## config.mk

```make
export PLATFORM = sky130hd
export DESIGN_NAME = tpu_mmio_seq
export DESIGN_NICKNAME = d
export VERILOG_FILES = /design/src/rtl/tpu_mmio_seq_pkg.sv /design/src/rtl/tpu_mmio_outbuf.sv /design/src/rtl/tpu_mmio_seq.sv
export SDC_FILE = /design/constraint.sdc
export NUM_CORES = 1
export LEC_CHECK = 0
export CAP_MARGIN = 20
export CORE_MARGIN = 10
export CORE_UTILIZATION = 34
export CTS_BUF_LIST = sky130_fd_sc_hd__clkbuf_2 sky130_fd_sc_hd__clkbuf_4 sky130_fd_sc_hd__clkbuf_8
export DETAILED_ROUTE_END_ITERATION = 8
export PLACE_DENSITY = 0.86
export SYNTH_ARGS = -nofsm -noshare
export SYNTH_HDL_FRONTEND = slang
export SYNTH_SLANG_ARGS = --single-unit
```

## constraint.sdc

```tcl
create_clock -name clk -period 2.9 [get_ports clk]
set_clock_uncertainty 0.1 [all_clocks]
set_input_delay 0.725 -clock clk [delete_from_list [all_inputs] [get_ports clk]]
set_output_delay 0.725 -clock clk [all_outputs]
set_load 0.005 [all_outputs]
```

## src/rtl/tpu_mmio_seq_pkg.sv

```systemverilog
// Shared constants, FSM state type and address helper for the TPU
// MMIO job sequencer.
package tpu_mmio_seq_pkg;

  localparam int unsigned A_BASE       = 32'h100;
  localparam int unsigned B_BASE       = 32'h200;
  localparam int unsigned C_BASE       = 32'h300;
  localparam int unsigned START_ADDR   = 32'h400;
  localparam int unsigned A_ROW_STRIDE = 8;
  localparam int unsigned C_ROW_STRIDE = 16;
  localparam int unsigned C_HI_OFS     = 8;

  typedef enum logic [2:0] {
    S_IDLE,
    S_CLR_C,
    S_LOAD_A,
    S_LOAD_B,
    S_START,
    S_WAIT,
    S_READ,
    S_DRAIN
  } state_e;

  // Even k selects the low word of row k/2, odd k the high word.
  function automatic int unsigned c_addr(input int unsigned k);
    return C_BASE + (k >> 1) * C_ROW_STRIDE + (k & 1) * C_HI_OFS;
  endfunction

endpackage

```

## src/rtl/tpu_mmio_outbuf.sv

```systemverilog
// One-entry valid/ready register holding a C word read back from
// the TPU until the sink accepts it.
module tpu_mmio_outbuf #(
  parameter int W = 64
) (
  input  logic         clk,
  input  logic         rst,
  input  logic         in_valid,
  output logic         in_ready,
  input  logic [W-1:0] in_data,
  output logic         out_valid,
  input  logic         out_ready,
  output logic [W-1:0] out_data
);

  logic         valid_q, valid_d;
  logic [W-1:0] data_q, data_d;

  assign in_ready  = !valid_q || out_ready;
  assign out_valid = valid_q;
  assign out_data  = data_q;

  always_comb begin
    valid_d = valid_q;
    data_d  = data_q;
    if (valid_q && out_ready) begin
      valid_d = 1'b0;
    end
    if (in_valid && in_ready) begin
      valid_d = 1'b1;
      data_d  = in_data;
    end
  end

  always_ff @(posedge clk) begin
    if (rst) begin
      valid_q <= 1'b0;
      data_q  <= '0;
    end else begin
      valid_q <= valid_d;
      data_q  <= data_d;
    end
  end

endmodule

```

## src/rtl/tpu_mmio_seq.sv

```systemverilog
// MMIO initiator running one clear/load/start/wait/readback
// matrix-multiply job on the TPU slave port.
module tpu_mmio_seq
  import tpu_mmio_seq_pkg::*;
#(
  parameter int DIM         = 8,
  parameter int BITS_AB     = 8,
  parameter int BITS_C      = 16,
  parameter int DATAW       = 64,
  parameter int ADDRW       = 16,
  parameter int WAIT_CYCLES = 4 * DIM
) (
  input  logic             clk,
  input  logic             rst,
  input  logic             go,
  output logic             busy,
  output logic             done,
  input  logic             src_valid,
  output logic             src_ready,
  input  logic [DATAW-1:0] src_data,
  output logic             snk_valid,
  input  logic             snk_ready,
  output logic [DATAW-1:0] snk_data,
  output logic             mmio_r_w,
  output logic [ADDRW-1:0] mmio_addr,
  output logic [DATAW-1:0] mmio_wdata,
  input  logic [DATAW-1:0] mmio_rdata
);

  localparam int IW = $clog2(2 * DIM) + 1;
  localparam bit CFG_OK = (DIM / 2 * BITS_C == DATAW)
                       && (DIM * BITS_AB <= DATAW)
                       && (WAIT_CYCLES <= (1 << IW));

  if (!CFG_OK) begin : g_bad_cfg
    $error("tpu_mmio_seq: inconsistent DIM/BITS/DATAW/WAIT");
  end

  state_e        state_q, state_d;
  logic [IW-1:0] idx_q, idx_d;
  logic          done_q, done_d;

  logic rd_req;
  logic rd_ready;
  logic rd_fire;

  assign rd_req  = (state_q == S_READ);
  assign rd_fire = rd_req && rd_ready;

  tpu_mmio_outbuf #(
    .W (DATAW)
  ) u_outbuf (
    .clk       (clk),
    .rst       (rst),
    .in_valid  (rd_req),
    .in_ready  (rd_ready),
    .in_data   (mmio_rdata),
    .out_valid (snk_valid),
    .out_ready (snk_ready),
    .out_data  (snk_data)
  );

  always_comb begin
    state_d = state_q;
    idx_d   = idx_q;
    done_d  = 1'b0;
    unique case (state_q)
      S_IDLE: begin
        // A go coinciding with the done pulse belongs to the old job.
        if (go && !done_q) begin
          state_d = S_CLR_C;
          idx_d   = '0;
        end
      end
      S_CLR_C: begin
        if (idx_q == IW'(2 * DIM - 1)) begin
          state_d = S_LOAD_A;
          idx_d   = '0;
        end else begin
          idx_d = idx_q + IW'(1);
        end
      end
      S_LOAD_A: begin
        if (src_valid) begin
          if (idx_q == IW'(DIM - 1)) begin
            state_d = S_LOAD_B;
            idx_d   = '0;
          end else begin
            idx_d = idx_q + IW'(1);
          end
        end
      end
      S_LOAD_B: begin
        if (src_valid) begin
          if (idx_q == IW'(DIM - 1)) begin
            state_d = S_START;
            idx_d   = '0;
          end else begin
            idx_d = idx_q + IW'(1);
          end
        end
      end
      S_START: begin
        state_d = S_WAIT;
        idx_d   = '0;
      end
      S_WAIT: begin
        if (idx_q == IW'(WAIT_CYCLES - 1)) begin
          state_d = S_READ;
          idx_d   = '0;
        end else begin
          idx_d = idx_q + IW'(1);
        end
      end
      S_READ: begin
        if (rd_fire) begin
          if (idx_q == IW'(2 * DIM - 1)) begin
            state_d = S_DRAIN;
            idx_d   = '0;
          end else begin
            idx_d = idx_q + IW'(1);
          end
        end
      end
      S_DRAIN: begin
        if (snk_valid && snk_ready) begin
          state_d = S_IDLE;
          idx_d   = '0;
          done_d  = 1'b1;
        end
      end
      default: begin
        state_d = S_IDLE;
        idx_d   = '0;
      end
    endcase
  end

  always_ff @(posedge clk) begin
    if (rst) begin
      state_q <= S_IDLE;
      idx_q   <= '0;
      done_q  <= 1'b0;
    end else begin
      state_q <= state_d;
      idx_q   <= idx_d;
      done_q  <= done_d;
    end
  end

  assign busy      = (state_q != S_IDLE);
  assign done      = done_q;
  assign src_ready = (state_q == S_LOAD_A) || (state_q == S_LOAD_B);

  always_comb begin
    mmio_r_w   = 1'b0;
    mmio_addr  = '0;
    mmio_wdata = '0;
    unique case (state_q)
      S_CLR_C: begin
        mmio_r_w  = 1'b1;
        mmio_addr = ADDRW'(c_addr(32'(idx_q)));
      end
      S_LOAD_A: begin
        mmio_r_w   = src_valid;
        mmio_addr  = ADDRW'(A_BASE + 32'(idx_q) * A_ROW_STRIDE);
        mmio_wdata = src_data;
      end
      S_LOAD_B: begin
        mmio_r_w   = src_valid;
        mmio_addr  = ADDRW'(B_BASE);
        mmio_wdata = src_data;
      end
      S_START: begin
        mmio_r_w  = 1'b1;
        mmio_addr = ADDRW'(START_ADDR);
      end
      S_READ: begin
        mmio_addr = ADDRW'(c_addr(32'(idx_q)));
      end
      default: begin
        mmio_r_w = 1'b0;
      end
    endcase
  end

endmodule

```

# After elaboration in Yosys (flattened, before gate mapping)
# Index checks and enable logic that the tools add are counted.
# word_totals
mem_bits_rw	0
rom_bits	0
input_bits	133
regBits	74
elab_cells	72
latch_bits	0
memories	0
# op_classes
eq_ne	21
n_mul	0
n_reduce_logical	16
bitwise	1
shift	0
order_cmp	0
addsub	4
div_mod_pow	0
n_mux	25
# ops
operator	count
$mux 64	1
$pmux 12 s4	1
$mux 5	7
$pmux 5 s7	1
$mux 3	10
$pmux 3 s8	1
$ne 2x2->1 const B	10
$add 11x4->12	1
$eq 3x3->1 const B	4
$add 10x8->11 const A	1
$add 9x8->10 const A	1
$reduce_and 10->1	1
$reduce_or 2->1	4
$eq 3x2->1 const B	2
$add 5x1->5 const B	1
$eq 5x3->1 const B	1
$eq 5x4->1 const B	1
$eq 5x5->1 const B	1
$reduce_and 4->1	1
$eq 3x1->1 const B	1
$logic_and 1x1->1	3
$logic_not 3->1	1
$mux 1	3
$reduce_bool 3->1	1
6 further kinds	8

# Logic depth before layout (Yosys ltp)
# Gate-level depths: netlist of the first run.
# depth
word_depth	5
ltp_mapped	9
ltp_nobuf	8

# By module
# From an unflattened synthesis of the first run, not the netlist that was laid out.
# unflattened
hier_cells	465
hier_area_um2	3977.6
# by_module_without_submodules
module	cells_per_inst	area_per_inst_um2	n_inst
tpu_mmio_outbuf	295	2800.2	1
tpu_mmio_seq	170	1177.4	1

# Least setup slack after synthesis of the first run
# Ideal clock, no wire load.
# synth_timing
path_kind	register to output
start	register state_q[0]
end	output port mmio_wdata[34]
path_buffers	3
arrival_time_ps	1484
slack_ps	591
path_stages_with_launch	9
required_ps	2075
path_cell_list	dfxtp_1 -> inv_1 -> ha_1 -> buf_6 -> o21bai_2 -> inv_1 -> buf_2 -> clkbuf_1 -> and2_1
# synth_via
elab_chain_cells	3
elab_cells_between_ends	4
classes_between	eq/ne: 2; mux: 1; reduce/logical: 1
# synth_rtl
item	line	source
from (decl)	tpu_mmio_seq.sv:39	state_e state_q, state_d;
from (signal assigned)	tpu_mmio_seq.sv:145	state_q <= state_d;
$eq 3x2->1	tpu_mmio_seq.sv:159	unique case (state_q)
$reduce_or 2->1 (no line) *	-	
$mux 64 *	tpu_mmio_seq.sv:159	
to (decl)	tpu_mmio_seq.sv:26	output logic [DATAW-1:0] mmio_wdata,
# Mark *: on every way between the ends. The rest lies on a longest branch, timed or not.

# Final worst setup path of the first run
# layout_timing
start	register state_q[0]
end	output port mmio_wdata[8]
# Same word-level chain as after synthesis.

==> results of run 1 <==
-- flip-flops by register name, summed over array words and instances, names as in the netlist --
register	flops
u_outbuf.out_data	64
state_q	3
done	1
u_outbuf.out_valid	1
idx_q	5
-- placed cells by master (no fill, tap or decap), types with 5 or more instances in the layout --
master	n
ha_1	6
clkdlybuf4s50_1	219
a21oi_1	68
buf_4	8
conb_1	8
clkbuf_8	9
dlymetal6s2s_1	53
and2_1	65
nand2b_1	5
nor2_1	9
inv_1	11
dfxtp_1	72
nand2_1	134
-- final cells by class --
| type | count | area (sq um) |
|---|---|---|
| clock buffer | 10 | 131 |
| clock inverter | 6 | 66.3 |
| fill | 815 | 3370 |
| inverter | 13 | 53.8 |
| multi-input combinational | 340 | 1850 |
| sequential | 74 | 1480 |
| tap | 136 | 170 |
| timing repair buffer | 288 | 3060 |
-- per-stage QoR --
stage	hold WS, ns	setup TNS (ns)
after floorplan	0.353	0
after global placement	0.341	0
after detailed placement	0.349	0
after CTS	0.360	0
after global routing	0.380	-0.0412
final	0.359	0
-- worst max-delay path by stage --
stage / cells past startpoint / start / slack [ns] / end
5_1_grt: 7 / state_q[1] / -0.04 / mmio_addr[4]
3_3_place_gp: 3 / src_valid / 0.15 / mmio_r_w
4_1_cts: 7 / state_q[1] / 0.007 / mmio_addr[4]
3_5_place_dp: 3 / src_valid / 0.14 / mmio_r_w
6_report: 6 / state_q[0] / 0.07 / mmio_wdata[8]
2_1_floorplan: 8 / state_q[0] / 0.59 / mmio_wdata[34]
-- critical path, delay by kind of cell, from the launching register on --
kind                     cells  cell delay (ns)
AO/OA/AOI/OAI                1             0.20
buffers and inverters        3             0.71
adder cells (fa/ha/maj)      1             0.24
flip-flops                   1             0.34
AND/OR/NAND/NOR              1             0.18
-- what timing repair did --
| item | CTS | global route |
|---|---|---|
| resized for setup | 10 | 62 |
| buffers inserted | 0 | 2 |
| pin swaps | 0 | 1 |
| endpoints found under the setup margin | 70 | 72 |
| cloned | 0 | 3 |
-- where the power goes --
group	total [W]	switching, W	internal, W
Combinational	0.00191	0.000801	0.00110
Sequential	0.00106	0.0000202	0.00104
Clock	0.000789	0.000381	0.000408
-- logic make-up after synthesis --
logic type / count (synthesis) / share of synthesized area
mux: 1 / 0.00286
simple gates: 236 / 0.322
compound gates: 86 / 0.151
other cells: 1 / 0.00107
buf+inv: 51 / 0.0692
flops: 74 / 0.423
fa+ha+maj: 8 / 0.0286
xor+xnor: 1 / 0.00250
-- per-layer routing --
metal | global-route usage | routed length, microns | part of all wire
met1 | 0.208 | 5790 | 0.38
met2 | 0.329 | 7950 | 0.52
met3 | 0.0611 | 1050 | 0.069
met4 | 0.0678 | 394 | 0.026
met5 | 0 | 0 | 0
==> out/qor.yml, run 1 <==
worstRegToRegCells: 8
total_placed_cells_including_tap_cells: 846
report.final.hold_viol_count: 0
detail_route.first_pass.iterations: 4
critical-path-max-stage-delay_ns: 0.46
total_power_w: 0.00376
dieArea_sq_mm: 0.0148
drt.antenna.violating_nets: 0
area_fraction_of_the_dominant_cell_type_after_synthesis: 0.423
holdBufCountCts: 0
global_route.overflow_total: 0
timing.critical_path.from_type: "flip-flop"
r2r_end: "state_q[0]"
number_of_nets_in_the_final_layout: 867
grt_first_pass_wirelength_mm: 22.3
slew-limit-headroom: 0.581
synth_enable_flop_cells: 0
die_y_microns: 122
drc_errors: 0
area_growth_from_synthesis_to_layout_pct: 94.5
min_delay_path_depth: 2
yosysWarnings: 0
synth.top_cells.by_area: "dfxtp_1, nand2_1, and2_1"
synth.cells.most_frequent: "nand2_1, dfxtp_1, a21oi_1"
clk_transition_reported_paths_ns: 0.08
antenna_found_initial: 0
cts_buffers: 9
cellPowerDensity_mw_per_mm2: 551
dpl.hpwl_mm: 11.8
critPathMaxFanout: 11
hold_end: "u_outbuf.out_data[16]"
synth_most_common_cell: "nand2_1"
num_antenna_cells: 0
synthesis.instances: 458
seq_area_frac_synth: 0.423
std_cell_rows: 37
report.final.slew_viol_count: 0
tritoncts: "yes"
largest_net_degree_at_the_start_of_global_routing: 65
cts-root-to-sink-buffers: 2
max_rail_drop_vdd_mv: 0.336
htreeDepth: 3
place.port_buffers: 273
timing.final.ws_setup_ns: 0.0722
cpMaxStageDelayCell: "clkdlybuf4s50_1"
vias: 3975
post-route-period-util: 0.975
outcome: "complete, no violations"
postSynth.asyncResetShare: 0
critical_path_arrival_ns: 2.00
synth_ff_type: "dfxtp_1"
gr-usage-all-layers: 0.188
cap_violations: 0
period_minus_slack_ns: 2.83
drt-initial-drc-count: 200
worstMarginPinSlew_ns: 0.628
power_leakage_nw: 3.34
starting_density_of_the_core: 0.344
core_sq_mm: 0.0102
fin_cells: 867
dpl_worst_slack_ns: 0.138
drive_above_1_share: 0.0739
setup_viol: 0
worstHoldPathType: "flip-flop to flip-flop"
boundaryPins: 282
worstPathCellList: "ha_1 -> o21bai_4 -> clkinv_4 -> buf_12 -> and2_1 -> clkdlybuf4s50_1"
final_cell_area_sq_mm: 0.00682
placed_cell_area_sq_mm: 0.00635
vias_in_the_first_global_route: 4024
required_time_of_the_critical_path_ns: 2.08
holdCritStartpoint: "u_outbuf.out_data[16]"
wl_per_cell_microns: 17.5
regToRegSetupSlack_ns: 0.80
postSynthAreaPerCell_sq_um: 7.65
timing.rr.start: "idx_q[1]"
criticalPathCategory: "flip-flop to output pin"
final_core_utilization: 0.669
post-synth-top-area-cell: "dfxtp_1"
detail_route.vias_per_cell: 4.58
drt_wl_total_mm: 15.2
place.gp.congestion: 0.927
max_frequency_mhz: 354
post_synth_instance_area_sq_mm: 0.00351
numClockSinks: 74
synth_cell_type_count: 46
ctsRootBufferMaster: "clkbuf_8"
critPathCaptureType: "output pin"
clkLatencyLatePin_ns: 0.33
die_w_microns: 122
postSynthRegisterBits: 74
No activity file was read; power rests on OpenSTA's default activity.
==> run 2, diff against run 1 <==
--- a/config.mk
+++ b/config.mk
@@ -5,6 +5,7 @@
 export SDC_FILE = /design/constraint.sdc
 export NUM_CORES = 1
 export LEC_CHECK = 0
+export ABC_CLOCK_PERIOD_IN_PS = 2900
 export CAP_MARGIN = 20
 export CORE_MARGIN = 10
 export CORE_UTILIZATION = 34
==> results of run 2 <==
Same layout as run 1: the final DEF is identical, and so are final timing and power.
